**src/rtl/neopixel_rx.sv**
```systemverilog
// WS2812 / NeoPixel one-wire decoder: pulse-width bit slicer, 24-bit pixel framing.
// Define NEOPIXEL_RX_FORWARD_EN to model one chained pixel (pixel 0 kept, rest on dout).
module neopixel_rx #(
    parameter int T_MIN_HIGH = 3,
    parameter int T_THRESH   = 10,
    parameter int T_MAX_HIGH = 32,
    parameter int T_LATCH    = 800,
    parameter int IDX_W      = 8
) (
    input  logic             clk_16MHz,
    input  logic             rst_n,
    input  logic             din,
    output logic [23:0]      pixel_data,
    output logic             pixel_valid,
    output logic [IDX_W-1:0] pixel_index,
    output logic             frame_done,
    output logic             err,
    output logic             busy,
    output logic             dout
);

    typedef enum logic [1:0] {
        SYNC,
        IDLE,
        HIGH,
        LOW
    } state_t;

    localparam logic [5:0]       MIN_H   = 6'(T_MIN_HIGH);
    localparam logic [5:0]       THR     = 6'(T_THRESH);
    localparam logic [5:0]       MAX_H   = 6'(T_MAX_HIGH);
    localparam logic [9:0]       LATCH   = 10'(T_LATCH);
    localparam logic [IDX_W-1:0] IDX_ONE = IDX_W'(1);

    logic             din_m;
    logic             din_s;
    state_t           state;
    logic [5:0]       hcnt;
    logic [9:0]       lcnt;
    logic [4:0]       bitcnt;
    logic [23:0]      shreg;
    logic             pend;
    logic [IDX_W-1:0] pix_cnt;
    logic [5:0]       hcnt_inc;
    logic [9:0]       lcnt_inc;
    logic             emit;

`ifdef NEOPIXEL_RX_FORWARD_EN
    logic             fwd;
    assign emit = ~fwd;
`else
    assign emit = 1'b1;
`endif

    // Saturating increments for the width counters
    assign hcnt_inc = (hcnt == 6'd63) ? hcnt : hcnt + 6'd1;
    assign lcnt_inc = (lcnt >= LATCH) ? LATCH : lcnt + 10'd1;

    assign busy = (state == HIGH) || (state == LOW);

    // Two-flop synchronizer for the asynchronous line
    always_ff @(posedge clk_16MHz) begin
        if (!rst_n) begin
            din_m <= 1'b0;
            din_s <= 1'b0;
        end else begin
            din_m <= din;
            din_s <= din_m;
        end
    end

    // Pulse-width FSM, bit shifter and pixel output registers
    always_ff @(posedge clk_16MHz) begin
        if (!rst_n) begin
            state       <= SYNC;
            hcnt        <= 6'd0;
            lcnt        <= 10'd0;
            bitcnt      <= 5'd0;
            shreg       <= 24'd0;
            pend        <= 1'b0;
            pix_cnt     <= '0;
            pixel_data  <= 24'd0;
            pixel_valid <= 1'b0;
            pixel_index <= '0;
            frame_done  <= 1'b0;
            err         <= 1'b0;
`ifdef NEOPIXEL_RX_FORWARD_EN
            fwd         <= 1'b0;
`endif
        end else begin
            pixel_valid <= 1'b0;
            frame_done  <= 1'b0;
            err         <= 1'b0;
            pend        <= 1'b0;

            unique case (state)
                SYNC: begin
                    if (din_s) begin
                        lcnt <= 10'd0;
                    end else begin
                        lcnt <= lcnt_inc;
                        if (lcnt_inc == LATCH) begin
                            state <= IDLE;
                        end
                    end
                end
                IDLE: begin
                    if (din_s) begin
                        state   <= HIGH;
                        hcnt    <= 6'd1;
                        bitcnt  <= 5'd0;
                        pix_cnt <= '0;
`ifdef NEOPIXEL_RX_FORWARD_EN
                        fwd     <= 1'b0;
`endif
                    end
                end
                HIGH: begin
                    if (din_s) begin
                        if (hcnt >= MAX_H) begin
                            err   <= 1'b1;
                            lcnt  <= 10'd0;
                            state <= SYNC;
                        end else begin
                            hcnt <= hcnt_inc;
                        end
                    end else if (hcnt < MIN_H) begin
                        err   <= 1'b1;
                        lcnt  <= 10'd0;
                        state <= SYNC;
                    end else begin
                        shreg  <= {shreg[22:0], (hcnt >= THR)};
                        bitcnt <= bitcnt + 5'd1;
                        lcnt   <= 10'd1;
                        state  <= LOW;
                        if (bitcnt == 5'd23) begin
                            pend <= 1'b1;
                        end
                    end
                end
                LOW: begin
                    if (din_s) begin
                        hcnt  <= 6'd1;
                        state <= HIGH;
                    end else begin
                        lcnt <= lcnt_inc;
                        if (lcnt_inc == LATCH) begin
                            frame_done <= 1'b1;
                            err        <= (bitcnt != 5'd0);
                            state      <= IDLE;
                        end
                    end
                end
            endcase

            // A pixel finished on the previous edge; publish it here
            if (pend) begin
                bitcnt  <= 5'd0;
                pix_cnt <= pix_cnt + IDX_ONE;
                if (emit) begin
                    pixel_data  <= shreg;
                    pixel_valid <= 1'b1;
                    pixel_index <= pix_cnt;
                end
`ifdef NEOPIXEL_RX_FORWARD_EN
                fwd <= 1'b1;
`endif
            end
        end
    end

`ifdef NEOPIXEL_RX_FORWARD_EN
    // Re-time the line to the next pixel once our own 24 bits are consumed
    always_ff @(posedge clk_16MHz) begin
        if (!rst_n) begin
            dout <= 1'b0;
        end else begin
            dout <= fwd && (state == HIGH || state == LOW) && din_s;
        end
    end
`else
    assign dout = 1'b0;
`endif

endmodule

```
**config.mk**
```make
export PLATFORM = sky130hd
export DESIGN_NAME = neopixel_rx
export DESIGN_NICKNAME = d
export VERILOG_FILES = /design/src/rtl/neopixel_rx.sv
export SDC_FILE = /design/constraint.sdc
export NUM_CORES = 1
export LEC_CHECK = 0
export CAP_MARGIN = 20
export CORE_ASPECT_RATIO = 2
export CORE_UTILIZATION = 30
export DETAILED_ROUTE_END_ITERATION = 6
export GPL_TIMING_DRIVEN = 0
export PLACE_DENSITY = 0.47
export SLEW_MARGIN = 10
export SYNTH_ARGS = -nofsm -noshare
export SYNTH_HDL_FRONTEND = slang
export SYNTH_SLANG_ARGS = --single-unit
```
**constraint.sdc**
```tcl
create_clock -name clk_16MHz -period 2.1 [get_ports clk_16MHz]
set_input_delay 0.315 -clock clk_16MHz [delete_from_list [all_inputs] [get_ports clk_16MHz]]
set_output_delay 0.315 -clock clk_16MHz [all_outputs]
set_load 0.1 [all_outputs]
```
==> flow_summary_export.csv, run 1 <==
group,metric,value,unit
run_status,status,"complete, no violations",
floorplanning,core_area,13400,um^2
floorplanning,io_pins,40,
cells_and_area,drive_gt1_frac,0.0780,
synthesis,yosysSeqAreaShare,0.453,
power,power.total,3.64,mW
route,drc,0,
job,cap_violations,0,
timing,finalSetupViolations,0,
clock_network,cts_max_level,3,
power,powerDensity,730,nW/um^2
timing,fmax,0.513,GHz
synthesis,yosys_warnings,0,
placed_design,dp_hpwl,7110,um
placed_design,pre_cts_ws,-160,ps
floorplanning,die_h,168,um
clock_network,post_cts_buffers,0,
timing,clock_skew,9.36,ps
critical_path,crit_path_end_kind,"flip-flop",
global_route,antenna_found_initial,0,
route,dr.pass1.iters,4,
synthesis,synth_nets,456,
timing,max-slew-margin-rel,0.354,
clock_network,hold_buffers,0,
clock_network,path_clk_slew,60,ps
floorplanning,dieWidth,84.8,um
synthesis,synth_edf_count,0,
floorplanning,start_util,0.306,
synthesis,ys.flop_type,"dfxtp_1",
synthesis,synthArstFlopShare,0,
timing,tns,0,ps
cells_and_area,nNetsFinal,505,
clock_network,root_buffer,"clkbuf_16",
synthesis,synthTopCellsByArea,"dfxtp_1 (45%), mux2i_1 (8.0%), nand2_1 (6.3%)",
route,finalWirelength,9630,um
clock_network,cts_buffers,9,
timing,grt_setup_unrepaired,"no",
global_route,grt_pass1_vias,3286,
route,route.vias.total,3208,
clock_network,cts.path.max_buffers,2,
timing,drv_slew,0,
global_route,grt_max_degree,17,
clock_network,cts_tree,"built",
cells_and_area,antenna_cells,0,
floorplanning,dieArea,14200,um^2
route,via_per_inst,4.90,
synthesis,ys_seq_elements,93,
timing,worstMarginPinSlew,974,ps
min_path,hold_class,"flip-flop to flip-flop",
route,ant_nets,0,
synthesis,syn_inst,446,
critical_path,crit_path_max_fanout,7,
synthesis,synthXorXnorAreaFrac,0.0256,
placed_design,gp_congestion,0.813,
power,irDropWorstVdd,0.419,mV
timing,fin_crit_sh,0.928,
synthesis,synth_compound_area_frac,0.159,
timing,hold_violations,0,
synthesis,synthesis.area,4110,um^2
synthesis,netlist.area_leader.share,0.453,
synthesis,synth_cell_types,56,
route,wire_per_inst,14.7,um
floorplanning,row_count,60,
timing,worst_slack,151,ps
synthesis,synth_commonest_cells,"dfxtp_1 (93), nand2_1 (69), nor2b_1 (36)",
synthesis,synth_area_per_cell,9.21,um^2
synthesis,synth_top_cell_by_area,"dfxtp_1",
critical_path,arrival,2190,ps
synthesis,synth_top_family_by_area,"simple AND/OR/NAND/NOR gates",
clock_network,cts_sinks,93,
global_route,grtUsageTotal,0.148,
synthesis,synth_most_common_cell,"dfxtp_1",
global_route,grt_pass1_wl,16500,um
global_route,overflow,0,
critical_path,worst_ep_required_time,2340,ps
cells_and_area,finalCoreUtilization,0.371,
synthesis,synth_adder_area_share,0.0213,
power,power.leakage,1.82,nW
timing,post-route-min-period,1950,ps
placed_design,port_buffers,38,
route,drtIter0Drc,93,
synthesis,synthMuxAreaShare,0.0804,
synthesis,synthSimpleGateAreaFrac,0.215,
cells_and_area,syn2layout_area_growth,21.3,%
critical_path,crit_type,"flip-flop to flip-flop",
clock_network,clk_latency,340,ps
cells_and_area,fillers,1386,
critical_path,start_kind,"flip-flop",
==> routing by layer <==
metal,vias up,wire (um),track usage
met5,-,0,0
met4,0,172,0.0582
met3,11,244,0.0276
met2,40,5430,0.284
met1,1533,3780,0.155
li1,1624,-,-
==> power breakdown <==
group	switching [mW]	leakage [nW]	internal, mW	total [mW]
Clock	0.698	0.154	1.05	1.75
Combinational	0.0636	0.913	0.0424	0.106
Sequential	0.0101	0.750	1.77	1.78
Total	0.772	1.82	2.87	3.64
==> sequential cells by signal, summed over array words and instances, names as in the netlist, 2 cells and up <==
signal	flops
state	2
pixel_index	8
pix_cnt	8
bitcnt	5
pixel_data	24
shreg	24
hcnt	6
lcnt	10
==> cells in the final DEF, fill, tap and decap left out, types with 3 or more instances in the layout <==
| cell | n |
|---|---|
| or3_1 | 3 |
| a21oi_1 | 7 |
| nand2b_1 | 5 |
| a21boi_0 | 16 |
| nand2_1 | 69 |
| and3_1 | 4 |
| nor2b_1 | 36 |
| mux2i_1 | 33 |
| dlygate4sd2_1 | 35 |
| ha_1 | 6 |
| a31oi_1 | 3 |
| clkbuf_1 | 15 |
| a21boi_1 | 17 |
| inv_1 | 9 |
| clkbuf_16 | 9 |
| nor3_1 | 5 |
| and2_1 | 11 |
| buf_2 | 9 |
| and4_1 | 3 |
| nor2_1 | 14 |
| nand4_1 | 5 |
| xnor2_1 | 6 |
| xor2_1 | 6 |
| o21ai_0 | 16 |
| nand3_1 | 9 |
| dfxtp_1 | 92 |
==> layout make-up <==
class | count | area [um^2] | share of cell area
Multi-Input combinational cell | 313 | 2080 | 0.418
Sequential cell | 93 | 1860 | 0.374
Timing Repair Buffer | 38 | 338 | 0.0678
Clock buffer | 10 | 229 | 0.0459
Tap cell | 155 | 194 | 0.0389
Buffer | 29 | 143 | 0.0286
Clock inverter | 6 | 93.8 | 0.0188
Inverter | 11 | 41.3 | 0.00828
==> cells by family after synthesis <==
family,count (synthesis)
fa+ha+maj,7
simple gates,172
mux,33
flops,93
xor+xnor,12
buf+inv,40
compound gates,88
other cells,1
==> metrics by stage <==
| step | hold slack [ps] | area, um^2 | cells |
|---|---|---|---|
| detailed placement | 423 | 4680 | 639 |
| floorplan | 412 | 4110 | 446 |
| global route | 468 | 4980 | 655 |
| CTS | 446 | 4970 | 655 |
| finish | 450 | 4980 | 655 |
| global placement | 431 | 4680 | 639 |
==> what timing repair did <==
item	CTS	global route
pin swaps	0	2
endpoints found under the setup margin	37	3
gates resized for setup	39	3
==> critical path, cell delays in order (launching register included) <==
cell and delay [ps]:
dfxtp_1 450, ha_4 210, nand3_4 130, o21a_1 230
nor4_2 290, a41oi_2 240, o31ai_2 310
==> path summary, 6_finish.rpt <==
check / from / end / slack [ps] / cells after the start
setup / recovery: lcnt[0] / err / 150 / 6
hold / removal: din_m / din_s / 450 / 1
setup reg to reg: lcnt[0] / err / 150 / 6
hold reg to reg: din_m / din_s / 450 / 1
No activity file was read; power rests on OpenSTA's default activity.
==> run 2, diff against run 1 <==
- ABC_CLOCK_PERIOD_IN_PS: default -> 2480
- clock period: 2.1 -> 2.48 ns (I/O delays scaled with it)
==> flow_summary_export.csv, run 2 (synthesis results as in run 1) <==
group,metric,value,unit
critical_path,crit_chain,"clkdlybuf4s50_1",
clock_network,clk_latency,340,ps
critical_path,crit_path_max_fanout,2,
timing,max-slew-margin-rel,0.339,
power,p_seq_frac,0.489,
clock_network,hold_buffers,0,
placed_design,port_buffers,38,
min_path,hold_class,"flip-flop to flip-flop",
route,wire_per_inst,14.7,um
power,p_switching,0.653,mW
route,drtIter0Drc,95,
timing,clock_skew,10.3,ps
route,wl_met3,212,um
floorplanning,start_util,0.306,
clock_network,cts_buffers,9,
global_route,grt_pass1_wl,16400,um
clock_network,post_cts_buffers,0,
cells_and_area,top_regs,"pixel_data x24, shreg x24, lcnt x10",
timing,worstMarginPinSlew,988,ps
placed_design,dp_hpwl,7110,um
timing,grt_setup_unrepaired,"no",
critical_path,crit_family,"buffers and inverters",
global_route,grt_pass1_vias,3278,
critical_path,arrival,1860,ps
clock_network,path_clk_slew,60,ps
route,wl_met1,3800,um
floorplanning,die_h,168,um
power,pwr-share-clk,0.482,
timing,fmax,0.448,GHz
timing,post-route-min-period,2230,ps
power,powerDensity,615,nW/um^2
cells_and_area,layout_commonest_cell,"dfxtp_1",
power,sw_frac_of_total,0.212,
floorplanning,dieArea,14200,um^2
cells_and_area,syn2layout_area_growth,21.9,%
route,drc,0,
floorplanning,dieWidth,84.8,um
route,route.vias.total,3221,
route,ant_nets,0,
clock_network,cts_max_level,3,
critical_path,start_kind,"flip-flop",
critical_path,r2r_setup_slack,390,ps
clock_network,cts_tree,"built",
power,irDropWorstVdd,0.354,mV
timing,finalSetupViolations,0,
route,highest_layer,"met4",
global_route,overflow,0,
floorplanning,core_area,13400,um^2
route,dr_wl_met2,5400,um
route,via_per_inst,4.92,
cells_and_area,antenna_cells,0,
placed_design,postPlaceCellArea,4680,um^2
cells_and_area,drive_gt1_frac,0.0720,
run_status,status,"complete, no violations",
global_route,grt_max_degree,17,
power,power.leakage,1.67,nW
timing,hold_violations,0,
global_route,antenna_found_initial,0,
route,finalWirelength,9610,um
timing,tns,0,ps
critical_path,worst_ep_required_time,2110,ps
power,power_frac_comb,0.029,
global_route,grtUsageTotal,0.148,
critical_path,cpPeakStageDelay,1150,ps
clock_network,postCtsResizedCells,0,
clock_network,root_buffer,"clkbuf_16",
timing,fin_crit_sh,0.899,
cells_and_area,final_cell_mix,"dfxtp_1 (93), nand2_1 (69), clkdlybuf4s50_1 (37), nor2b_1 (36), mux2i_1 (33)",
timing,drv_slew,0,
cells_and_area,nNetsFinal,505,
critical_path,path_buf_inv,1,
clock_network,cts_sinks,93,
floorplanning,io_pins,40,
placed_design,gp_congestion,0.813,
route,dr.pass1.iters,4,
power,p_int,2.43,mW
critical_path,crit_path_end_kind,"output port",
clock_network,cts.path.max_buffers,2,
critical_path,slowest_stage,"clkdlybuf4s50_1",
critical_path,crit_type,"flip-flop to output port",
cells_and_area,stdcell_area,5010,um^2
job,cap_violations,0,
floorplanning,row_count,60,
## run 2: cell type report
cell class	count	area [um^2]
Clock buffer	10	229
Multi-Input combinational cell	313	2060
Fill cell	1392	8430
Inverter	11	41.3
Buffer	29	143
Tap cell	155	194
Clock inverter	6	93.8
Timing Repair Buffer	38	383
Sequential cell	93	1860
## run 2: path summary, 6_finish.rpt
path                  start              to  depth (start not counted)
min reg2reg           din_m           din_s                          1
min                   din_m           din_s                          1
max reg2reg         lcnt[1]             err                          6
max          pixel_index[7]  pixel_index[7]                          1
## run 2: per-layer routing
metal	up-vias	track usage
li1	1625	-
met1	1540	0.154
met2	41	0.283
met3	15	0.0276
met4	0	0.0582
met5	-	0
## run 2: power by group through the flow
stage | Combinational (mW) | Sequential, mW | Clock [mW]
detailed placement | 0.0908 | 1.54 | 0
finish | 0.0885 | 1.51 | 1.48
global route | 0.0972 | 1.51 | 1.59
floorplan | 0.0635 | 1.54 | 0
CTS | 0.0910 | 1.50 | 1.53
global placement | 0.0900 | 1.54 | 0
## run 2: metrics by stage
step / total power, mW / util / hold WS, ps / setup slack, ps / instances
after floorplan: 1.60 / - / 412 / 699 / 446
after global routing: 3.19 / 0.373 / 468 / 195 / 655
final: 3.08 / 0.373 / 450 / 249 / 655
after detailed placement: 1.63 / 0.349 / 423 / 163 / 639
after CTS: 3.13 / 0.373 / 446 / 9.14 / 655
after global placement: 1.63 / 0.349 / 431 / 189 / 639
